File: config.mk
export PLATFORM = sky130hd
export DESIGN_NAME = cs_scan_ctrl
export DESIGN_NICKNAME = d
export VERILOG_FILES = /design/src/rtl/cs_scan_pkg.sv /design/src/rtl/cs_scan_pick.sv /design/src/rtl/cs_scan_ctrl.sv
export SDC_FILE = /design/constraint.sdc
export NUM_CORES = 1
export LEC_CHECK = 0
export ABC_AREA = 1
export BUFFER_PORTS_ARGS = -buffer_cell sky130_fd_sc_hd__buf_2
export CAP_MARGIN = 20
export CORE_MARGIN = 4
export CORE_UTILIZATION = 60
export DETAILED_ROUTE_END_ITERATION = 8
export GPL_TIMING_DRIVEN = 0
export PLACE_DENSITY = 0.84
export SLEW_MARGIN = 40
export SYNTH_ARGS = -nofsm -noshare
export SYNTH_HDL_FRONTEND = slang
export SYNTH_SLANG_ARGS = --single-unit
File: constraint.sdc
create_clock -name aclk -period 3.1 [get_ports aclk]
set_clock_uncertainty 0.1 [all_clocks]
set_input_delay 0.465 -clock aclk [delete_from_list [all_inputs] [get_ports aclk]]
set_output_delay 0.465 -clock aclk [all_outputs]
set_load 0.03 [all_outputs]
File: src/rtl/cs_scan_pkg.sv
// Shared encodings for the channel scan sequencer: FSM states, cfg word layout
// and the helper that packs a channel number into an enabled cfg word.
package cs_scan_pkg;

  typedef enum logic [2:0] {
    ST_IDLE,
    ST_SEEK,
    ST_SETTLE,
    ST_SAMPLE,
    ST_GAP
  } state_t;

  localparam logic [4:0] CFG_OFF  = 5'b00000;
  localparam int         CFG_EN   = 4;
  localparam int         CFG_BANK = 3;
  localparam int         NCH      = 16;

  function automatic logic [4:0] cfg_word(input logic [3:0] ch);
    logic [4:0] w;
    w           = CFG_OFF;
    w[CFG_EN]   = 1'b1;
    w[CFG_BANK] = ch[3];
    w[2:0]      = ch[2:0];
    return w;
  endfunction

endpackage

File: src/rtl/cs_scan_pick.sv
// Next-channel encoder: lowest set mask bit strictly above the cursor, or the
// lowest set bit overall when the cursor sits "before channel 0".
module cs_scan_pick
  import cs_scan_pkg::*;
(
  input  logic [NCH-1:0] mask,
  input  logic [3:0]     cursor,
  input  logic           first,
  output logic           found,
  output logic [3:0]     ch
);

  always_comb begin
    found = 1'b0;
    ch    = 4'd0;
    // Walk downward so the lowest qualifying index is the one that sticks.
    for (int i = NCH - 1; i >= 0; i--) begin
      if (mask[i] && (first || (i > int'(cursor)))) begin
        found = 1'b1;
        ch    = 4'(i);
      end
    end
  end

endmodule

File: src/rtl/cs_scan_ctrl.sv
// Channel scan sequencer: walks the latched mask, settles each channel, requests
// a sample, and inserts a disabled gap before moving to the next channel.
module cs_scan_ctrl
  import cs_scan_pkg::*;
#(
  parameter int SETTLE_W = 16,
  parameter int GAP_W    = 8
) (
  input  logic                aclk,
  input  logic                areset,
  input  logic                start,
  input  logic                stop,
  input  logic                continuous,
  input  logic [NCH-1:0]      ch_mask,
  input  logic [SETTLE_W-1:0] settle,
  input  logic [GAP_W-1:0]    gap,
  output logic [4:0]          cfg,
  output logic                smp_req,
  input  logic                smp_ack,
  output logic [3:0]          ch_id,
  output logic                busy,
  output logic                done,
  output logic [15:0]         frame_cnt
);

  state_t              state;
  logic [NCH-1:0]      mask_q;
  logic [SETTLE_W-1:0] settle_q;
  logic [SETTLE_W-1:0] settle_cnt;
  logic [GAP_W-1:0]    gap_q;
  logic [GAP_W-1:0]    gap_cnt;
  logic [3:0]          cursor;
  logic                first;
  logic                pk_found;
  logic [3:0]          pk_ch;

  cs_scan_pick u_pick (
    .mask   (mask_q),
    .cursor (cursor),
    .first  (first),
    .found  (pk_found),
    .ch     (pk_ch)
  );

  // A programmed settle of zero still spends one cycle in SETTLE.
  function automatic logic [SETTLE_W-1:0] settle_eff(input logic [SETTLE_W-1:0] s);
    return (s == '0) ? SETTLE_W'(1) : s;
  endfunction

  always_ff @(posedge aclk) begin
    if (areset) begin
      state      <= ST_IDLE;
      cfg        <= CFG_OFF;
      smp_req    <= 1'b0;
      ch_id      <= 4'd0;
      busy       <= 1'b0;
      done       <= 1'b0;
      frame_cnt  <= 16'd0;
      mask_q     <= '0;
      settle_q   <= '0;
      settle_cnt <= '0;
      gap_q      <= '0;
      gap_cnt    <= '0;
      cursor     <= 4'd0;
      first      <= 1'b1;
    end else if (stop) begin
      state   <= ST_IDLE;
      cfg     <= CFG_OFF;
      smp_req <= 1'b0;
      busy    <= 1'b0;
      done    <= 1'b0;
    end else begin
      done <= 1'b0;
      case (state)
        ST_IDLE: begin
          if (start) begin
            mask_q   <= ch_mask;
            settle_q <= settle;
            gap_q    <= gap;
            first    <= 1'b1;
            busy     <= 1'b1;
            state    <= ST_SEEK;
          end
        end
        ST_SEEK: begin
          if (pk_found) begin
            cursor     <= pk_ch;
            first      <= 1'b0;
            ch_id      <= pk_ch;
            settle_cnt <= settle_eff(settle_q);
            cfg        <= cfg_word(pk_ch);
            state      <= ST_SETTLE;
          end else begin
            // Frame end: a wrap spends one more SEEK cycle with a fresh mask.
            frame_cnt <= frame_cnt + 16'd1;
            if (continuous) begin
              mask_q <= ch_mask;
              first  <= 1'b1;
            end else begin
              done  <= 1'b1;
              busy  <= 1'b0;
              state <= ST_IDLE;
            end
          end
        end
        ST_SETTLE: begin
          if (settle_cnt == SETTLE_W'(1)) begin
            smp_req <= 1'b1;
            state   <= ST_SAMPLE;
          end else begin
            settle_cnt <= settle_cnt - SETTLE_W'(1);
          end
        end
        ST_SAMPLE: begin
          if (smp_ack) begin
            smp_req <= 1'b0;
            cfg     <= CFG_OFF;
            if (gap_q != '0) begin
              gap_cnt <= gap_q;
              state   <= ST_GAP;
            end else begin
              state <= ST_SEEK;
            end
          end
        end
        ST_GAP: begin
          if (gap_cnt == GAP_W'(1)) begin
            state <= ST_SEEK;
          end else begin
            gap_cnt <= gap_cnt - GAP_W'(1);
          end
        end
        default: begin
          cfg     <= CFG_OFF;
          smp_req <= 1'b0;
          busy    <= 1'b0;
          state   <= ST_IDLE;
        end
      endcase
    end
  end

endmodule

Yosys cells after proc, flatten, opt, wreduce, memory -nomap -nowiden

Cells that the tools add are included.

Add/subtract/negate cells: 3
Multipliers: 0
Div/mod/pow operators: 0
Magnitude comparators: 15
Eq/ne operators: 19
Shift-type cells: 0
Muxes and demuxes: 66
Bitwise logic cells: 6
Reductions and logical operators: 53

Operators with widths:

| cell                    | count |
|---|---|
| $mux W16                | 6 |
| $mux W4                 | 16 |
| $pmux W16 S2            | 2 |
| $gt A4 B4 Y1 const A    | 8 |
| $mux W1                 | 24 |
| $mux W8                 | 3 |
| $ne A2 B2 Y1 const B    | 11 |
| $mux W3                 | 7 |
| $add A16 B1 Y16 const B | 1 |
| $eq A16 B1 Y1 const B   | 1 |
| $gt A3 B4 Y1 const A    | 4 |
| $logic_and A1 B1 Y1     | 16 |
| $logic_not A16 Y1       | 1 |
| $pmux W8 S2             | 1 |
| $sub A16 B1 Y16 const B | 1 |
| $logic_or A1 B1 Y1      | 15 |
| $pmux W3 S5             | 1 |
| $pmux W5 S3             | 1 |
| $reduce_and A3 Y1       | 5 |
| $reduce_and A5 Y1       | 3 |
| $reduce_and A4 Y1       | 3 |
| $mux W5                 | 2 |
| $reduce_or A3 Y1        | 3 |
| $eq A8 B1 Y1 const B    | 1 |
| 15 further kinds        | 26 |

Register bits: 96
Latch bits: 0
RAM bits: 0
Bits in read-only memories: 0
Output and inout bits: 28
Word-level logic and storage cells: 175
Memories: 0

Longest topological paths before layout

Depth in word-level cells: 21
Mapped depth: 17
Gate-level depth less buffers: 17

Cells and area by module

From an unflattened synthesis, not the netlist that was laid out.

Cells, all modules: 795
Area total of the unflattened synthesis: 5148.7 µm²

Modules (own cells, without submodules):

| module       | instances | cells each | area an instance (µm²) | sequential area each (µm²) |
|---|---|---|---|---|
| cs_scan_ctrl | 1         | 720        | 4778.3                 | 1921.8 |
| cs_scan_pick | 1         | 75         | 370.4                  | 0.0 |

Worst setup path before layout

OpenSTA, ideal clock, no wires.

Kind: register to register
Start: register cursor[1]
End: register frame_cnt[9]
Library setup time: 0.114 ns
Arrival time: 2.153 ns
Required time: 2.886 ns
Slack: 0.732 ns
Stages on the path, launching flop included: 17
Path buffers: 1
Clock period less this slack: 2.368 ns
Path through: dfxtp_1 nand2_1 o21ai_0 nand2_1 nand2_1 nand2_1 nor2_1 nand2_2 nor2_4 nand2_4 nor2_4 buf_6 nand2_4 nor3_4 nand3_1 nand2_1 nor2_1

Cells in the longest elaborated chain, start to end: 21
Elaborated cells between the ends (all ways): 63
Classes of those cells: order compare: 15; mux: 16; bitwise: 1; reduce/logical: 31

Ends and longest elaborated chain:

| what                                 | RTL line           | RTL |
|---|---|---|
| from (decl)                          | cs_scan_ctrl.sv:32 | `logic [3:0] cursor;` |
| from (signal assigned)               | cs_scan_ctrl.sv:87 | `cursor <= pk_ch;` |
| $gt A4 B4 Y1                         | cs_scan_pick.sv:18 | `if (mask[i] && (first \|\| (i > int'(cursor)))) begin` |
| $logic_or A1 B1 Y1                   | cs_scan_pick.sv:18 |  |
| $logic_and A1 B1 Y1                  | cs_scan_pick.sv:18 |  |
| $mux W1 (14 in a row)                | cs_scan_pick.sv:18 |  |
| $mux W1 * (2 in a row)               | cs_scan_pick.sv:18 |  |
| $not A1 Y1 (no source line) *        | --                 |  |
| $reduce_and A3 Y1 (no source line) * | --                 |  |
| to (signal assigned)                 | cs_scan_ctrl.sv:95 | `frame_cnt <= frame_cnt + 16'd1;` |
| to (decl)                            | cs_scan_ctrl.sv:23 | `output logic [15:0] frame_cnt` |

Mark *: on every way between the ends. The rest lies on a longest branch, timed or not.
A chain may end at the register's enable or synchronous reset.

Worst setup path in the final report

Start: register cursor[1]
End: register settle_cnt[8]

Cells in the longest elaborated chain, start to end: 21
Elaborated cells between the ends (all ways): 63
Classes of those cells: order compare: 15; eq/ne: 1; mux: 16; reduce/logical: 31

Ends and longest elaborated chain:

| what                                 | RTL line            | RTL |
|---|---|---|
| $gt A4 B4 Y1                         | cs_scan_pick.sv:18  |  |
| $logic_or A1 B1 Y1                   | cs_scan_pick.sv:18  |  |
| $logic_and A1 B1 Y1                  | cs_scan_pick.sv:18  |  |
| $mux W1 (14 in a row)                | cs_scan_pick.sv:18  |  |
| $mux W1 * (2 in a row)               | cs_scan_pick.sv:18  |  |
| $ne A2 B2 Y1 (no source line) *      | --                  |  |
| $reduce_and A4 Y1 (no source line) * | --                  |  |
| to (signal assigned)                 | cs_scan_ctrl.sv:90  | `settle_cnt <= settle_eff(settle_q);` |
| to (signal assigned)                 | cs_scan_ctrl.sv:111 | `settle_cnt <= settle_cnt - SETTLE_W'(1);` |
| to (decl)                            | cs_scan_ctrl.sv:29  | `logic [SETTLE_W-1:0] settle_cnt;` |

Marked as above.

==> metrics.md <==
| Metric | Value |
|---|---|
| Hold Vio Cnt, Final | `0` |
| Crit-path cells | `nand2_1, o21ai_0, nand2_1, nand2_1, nand2_1, nor2_1, nand2_2, nor2_4, nand2_4, nand2_2, inv_2, buf_2, o21ai_0, a31oi_1` |
| CTS root buf | `clkbuf_8` |
| First-pass GRT wire length | `roughly 21000 um` |
| Total negative slack | `0 ns` |
| CP peak stage delay | `roughly 0.48 ns` |
| Routed WL per cell | `about 14 um` |
| Clk slew on worst S/H paths | `around 0.090 ns` |
| # fillers | `between 600 and 700` |
| Rows | `32` |
| Largest net degree at the start of global routing | `16` |
| Port Buffer Count | `72` |
| Ys Warns | `0` |
| Slew HR | `roughly half` |
| Via count | `about 5000` |
| Crit path kind | `flop to flop` |
| Cell count after synthesis | `about 700` |
| Initial DRC Count | `roughly 300` |
| Unique masters post-synth | `42` |
| Status | `finished clean` |
| Fraction of the cycle the final worst path needs | `between 80 and 90%` |
| Hpwl dp | `between 9000 and 10000 um` |
| Synth Net Count | `about 760` |
| Pre-Repair DR Iteration Count | `6` |
| Die Width | `~100 um` |
| FF+latch count, synth | `96` |
| Grt total ovfl | `0` |
| WL final | `roughly 13000 um` |
| CP arrival | `between 2 and 3 ns` |
| Ports | `74` |
| Max Slew Vio Count | `0` |
| Starting Density | `between 60% and 70%` |
| GR Layer Usage met2 | `between 40% and 50%` |
| Total chip power | `approximately 0.0027 W` |
| Worst-Margin Slew | `between 0.7 and 0.8 ns` |
| Most Crowded Layer GR | `met2` |
| Vias in the first global route | `approximately 4800` |
| Clock Tree Buf Depth | `2` |
| Final setup viols | `0` |
| CTS tree | `done` |
| GRT Total Usage | `between 20% and 30%` |
| GR Layer Usage met3 | `between 3 and 4%` |
| PwrDens | `just under 500 nW/um2` |
| Max-cap viol count | `0` |
| Die Y | `98.0 um` |
| Resized cells post-CTS | `0` |
| Unrepaired setup endpoints after global routing | `no` |
| Worst hold path type | `primary input to flop` |
| Minimum clock period | `roughly 2.6 ns` |
| Nets@finish | `~840` |
| Clk Latency, worst-skew pair | `roughly 0.37 ns` |
| Mean number of vias per cell | `5.54` |
| DIE AREA | `just under 10000 um2` |
| Slowest cell on crit path | `dfxtp_1` |
| Residual DRC | `0` |
| Commonest non-fill, non-tap cell in the layout | `nand2_1` |
| Num CTS Buffers | `9` |
| H-tree depth | `3` |
| Clock sinks | `96` |
| Critical path required time | `approximately 3.3 ns` |
| Most frequent cells in the layout | `125 x nand2_1, 118 x nor2_1, 96 x dfxtp_1` |
| CP startpoint kind | `flop` |
| Routability cong. | `a little over 0.9` |
| Most used cell, CP | `nand2_1` |
| Setup crit end kind | `flop` |
| Post-synthesis sequential area ratio | `39.5%` |
| Layout overhead on the synthesized area | `14.6%` |
| Mapped Area | `4860 um2` |
| Antenna-violating nets left | `0` |
| Crit-path max FO | `10` |
| Initial antenna violation count | `0` |
| CTS Hold Buffers Added | `0` |
| Met1 usage | `33.1%` |
| Leak | `~2.4 nW` |
| Core area | `7810 um2` |
| N_diodes | `0` |
| Post-CTS Setup Bufs | `0` |
| Max Freq | `between 300 and 400 MHz` |
| Mean post-synth cell area | `around 6.9 um2` |
| Maximum vdd ir drop | `between 300 and 400 uV` |
| Layout cell share with drive strength beyond 1 | `roughly 15%` |
worst paths after layout:
check / startpoint / endpoint / slack, ns / cells after the start
max: cursor[1] / settle_cnt[8] / 0.49 / 14
min: continuous / done / 0.21 / 2
max reg2reg: cursor[1] / settle_cnt[8] / 0.49 / 14
min reg2reg: mask_q[11] / mask_q[11] / 0.37 / 2
Yosys cell counts:
cell type  instances  share of area [%]
a21oi_1           56                5.8
nor4_1            12                1.5
and3_1             1               0.13
nor3b_2            1               0.26
a221oi_1           1               0.18
nand2_4            2               0.46
inv_2              4               0.31
clkbuf_2           1               0.10
a21o_1             1               0.15
nand2_1          125                9.7
or2_2              4               0.51
buf_2              3               0.31
a311oi_1           2               0.36
o21ai_2            2               0.36
o211ai_1           4               0.62
a211oi_1          10                1.5
nor2_2             2               0.26
a21oi_2            1               0.18
ha_1               5                1.3
nor3b_1            2               0.31
nand3_1           23                2.4
o21ba_2            1               0.21
inv_1             68                5.3
clkbuf_1          19                1.5
nor3_4             2               0.67
clkinv_1           1              0.077
nor3_1            16                1.6
a21boi_0           1               0.15
xnor2_1            7                1.3
nand4_1            5               0.64
o21bai_1           1               0.15
buf_6              2               0.46
o21ai_0           81                8.3
nand2_2            6               0.77
dfxtp_1           96                 40
nor3_2             1               0.21
a31oi_1            7               0.90
xor2_1             7                1.3
and2_0             1               0.13
nor2_1           118                9.1
nor2_4             4               0.93
o22ai_1            1               0.13
critical path: cells and delay by family, from the launching register on:
kind | cells | cell delay, ns
AO/OA/AOI/OAI | 3 | 0.48
buffers and inverters | 2 | 0.32
AND/OR/NAND/NOR | 9 | 1.11
flip-flops | 1 | 0.48
logic make-up (layout without fill, tap and decap cells):
group / after synthesis / count (layout) / share of synthesized area [%]
AOI/OAI and AO/OA: 169 / 169 / 19.1
xor gates and xnor gates: 14 / 14 / 2.52
adders and majority gates: 5 / 5 / 1.29
buffers and inverters: 98 / 186 / 7.98
DFF: 96 / 96 / 39.5
and+or+nand+nor: 325 / 325 / 29.6
routing by layer:
metal,up-vias,wire (um)
met5,-,0
met4,0,229
met3,21,850
met2,172,6430
met1,2269,5370
li1,2503,-
state kept, by name, indices dropped and copies added (netlist names):
signal,count
smp_req,1
settle_q,16
gap_q,8
first,1
busy,1
done,1
cursor,4
gap_cnt,8
mask_q,16
settle_cnt,16
frame_cnt,16
state,3
cfg,5
metrics by stage:
step | std cells | hold slack, ns | area, um2 | setup slack [ns] | utilization [%]
after floorplan | 707 | 0.330 | 4860 | 0.732 | -
after global placement | 881 | 0.351 | 5350 | 0.638 | 68.5
after detailed placement | 881 | 0.358 | 5350 | 0.605 | 68.5
after CTS | 897 | 0.206 | 5570 | 0.513 | 71.3
after global routing | 897 | 0.207 | 5570 | 0.331 | 71.3
final | 897 | 0.212 | 5570 | 0.487 | 71.3
power breakdown:
group / switching [W] / leakage (nW) / internal, W
Sequential: 0.0000474 / 0.782 / 0.00129
Combinational: 0.000302 / 1.50 / 0.000172
Clock: 0.000446 / 0.106 / 0.000476
Total: 0.000795 / 2.39 / 0.00194
cell type report:
class	instances	area [um2]	share of cell area (%)
multi-input combinational	513	2550	45.8
sequential	96	1920	34.5
clock inverter	5	80.1	1.44
clock buffer	11	141	2.54
timing repair buffer	72	360	6.47
inverter	73	274	4.92
tap	102	128	2.29
buffer	25	114	2.04
Power figures use the tool's default switching activity.
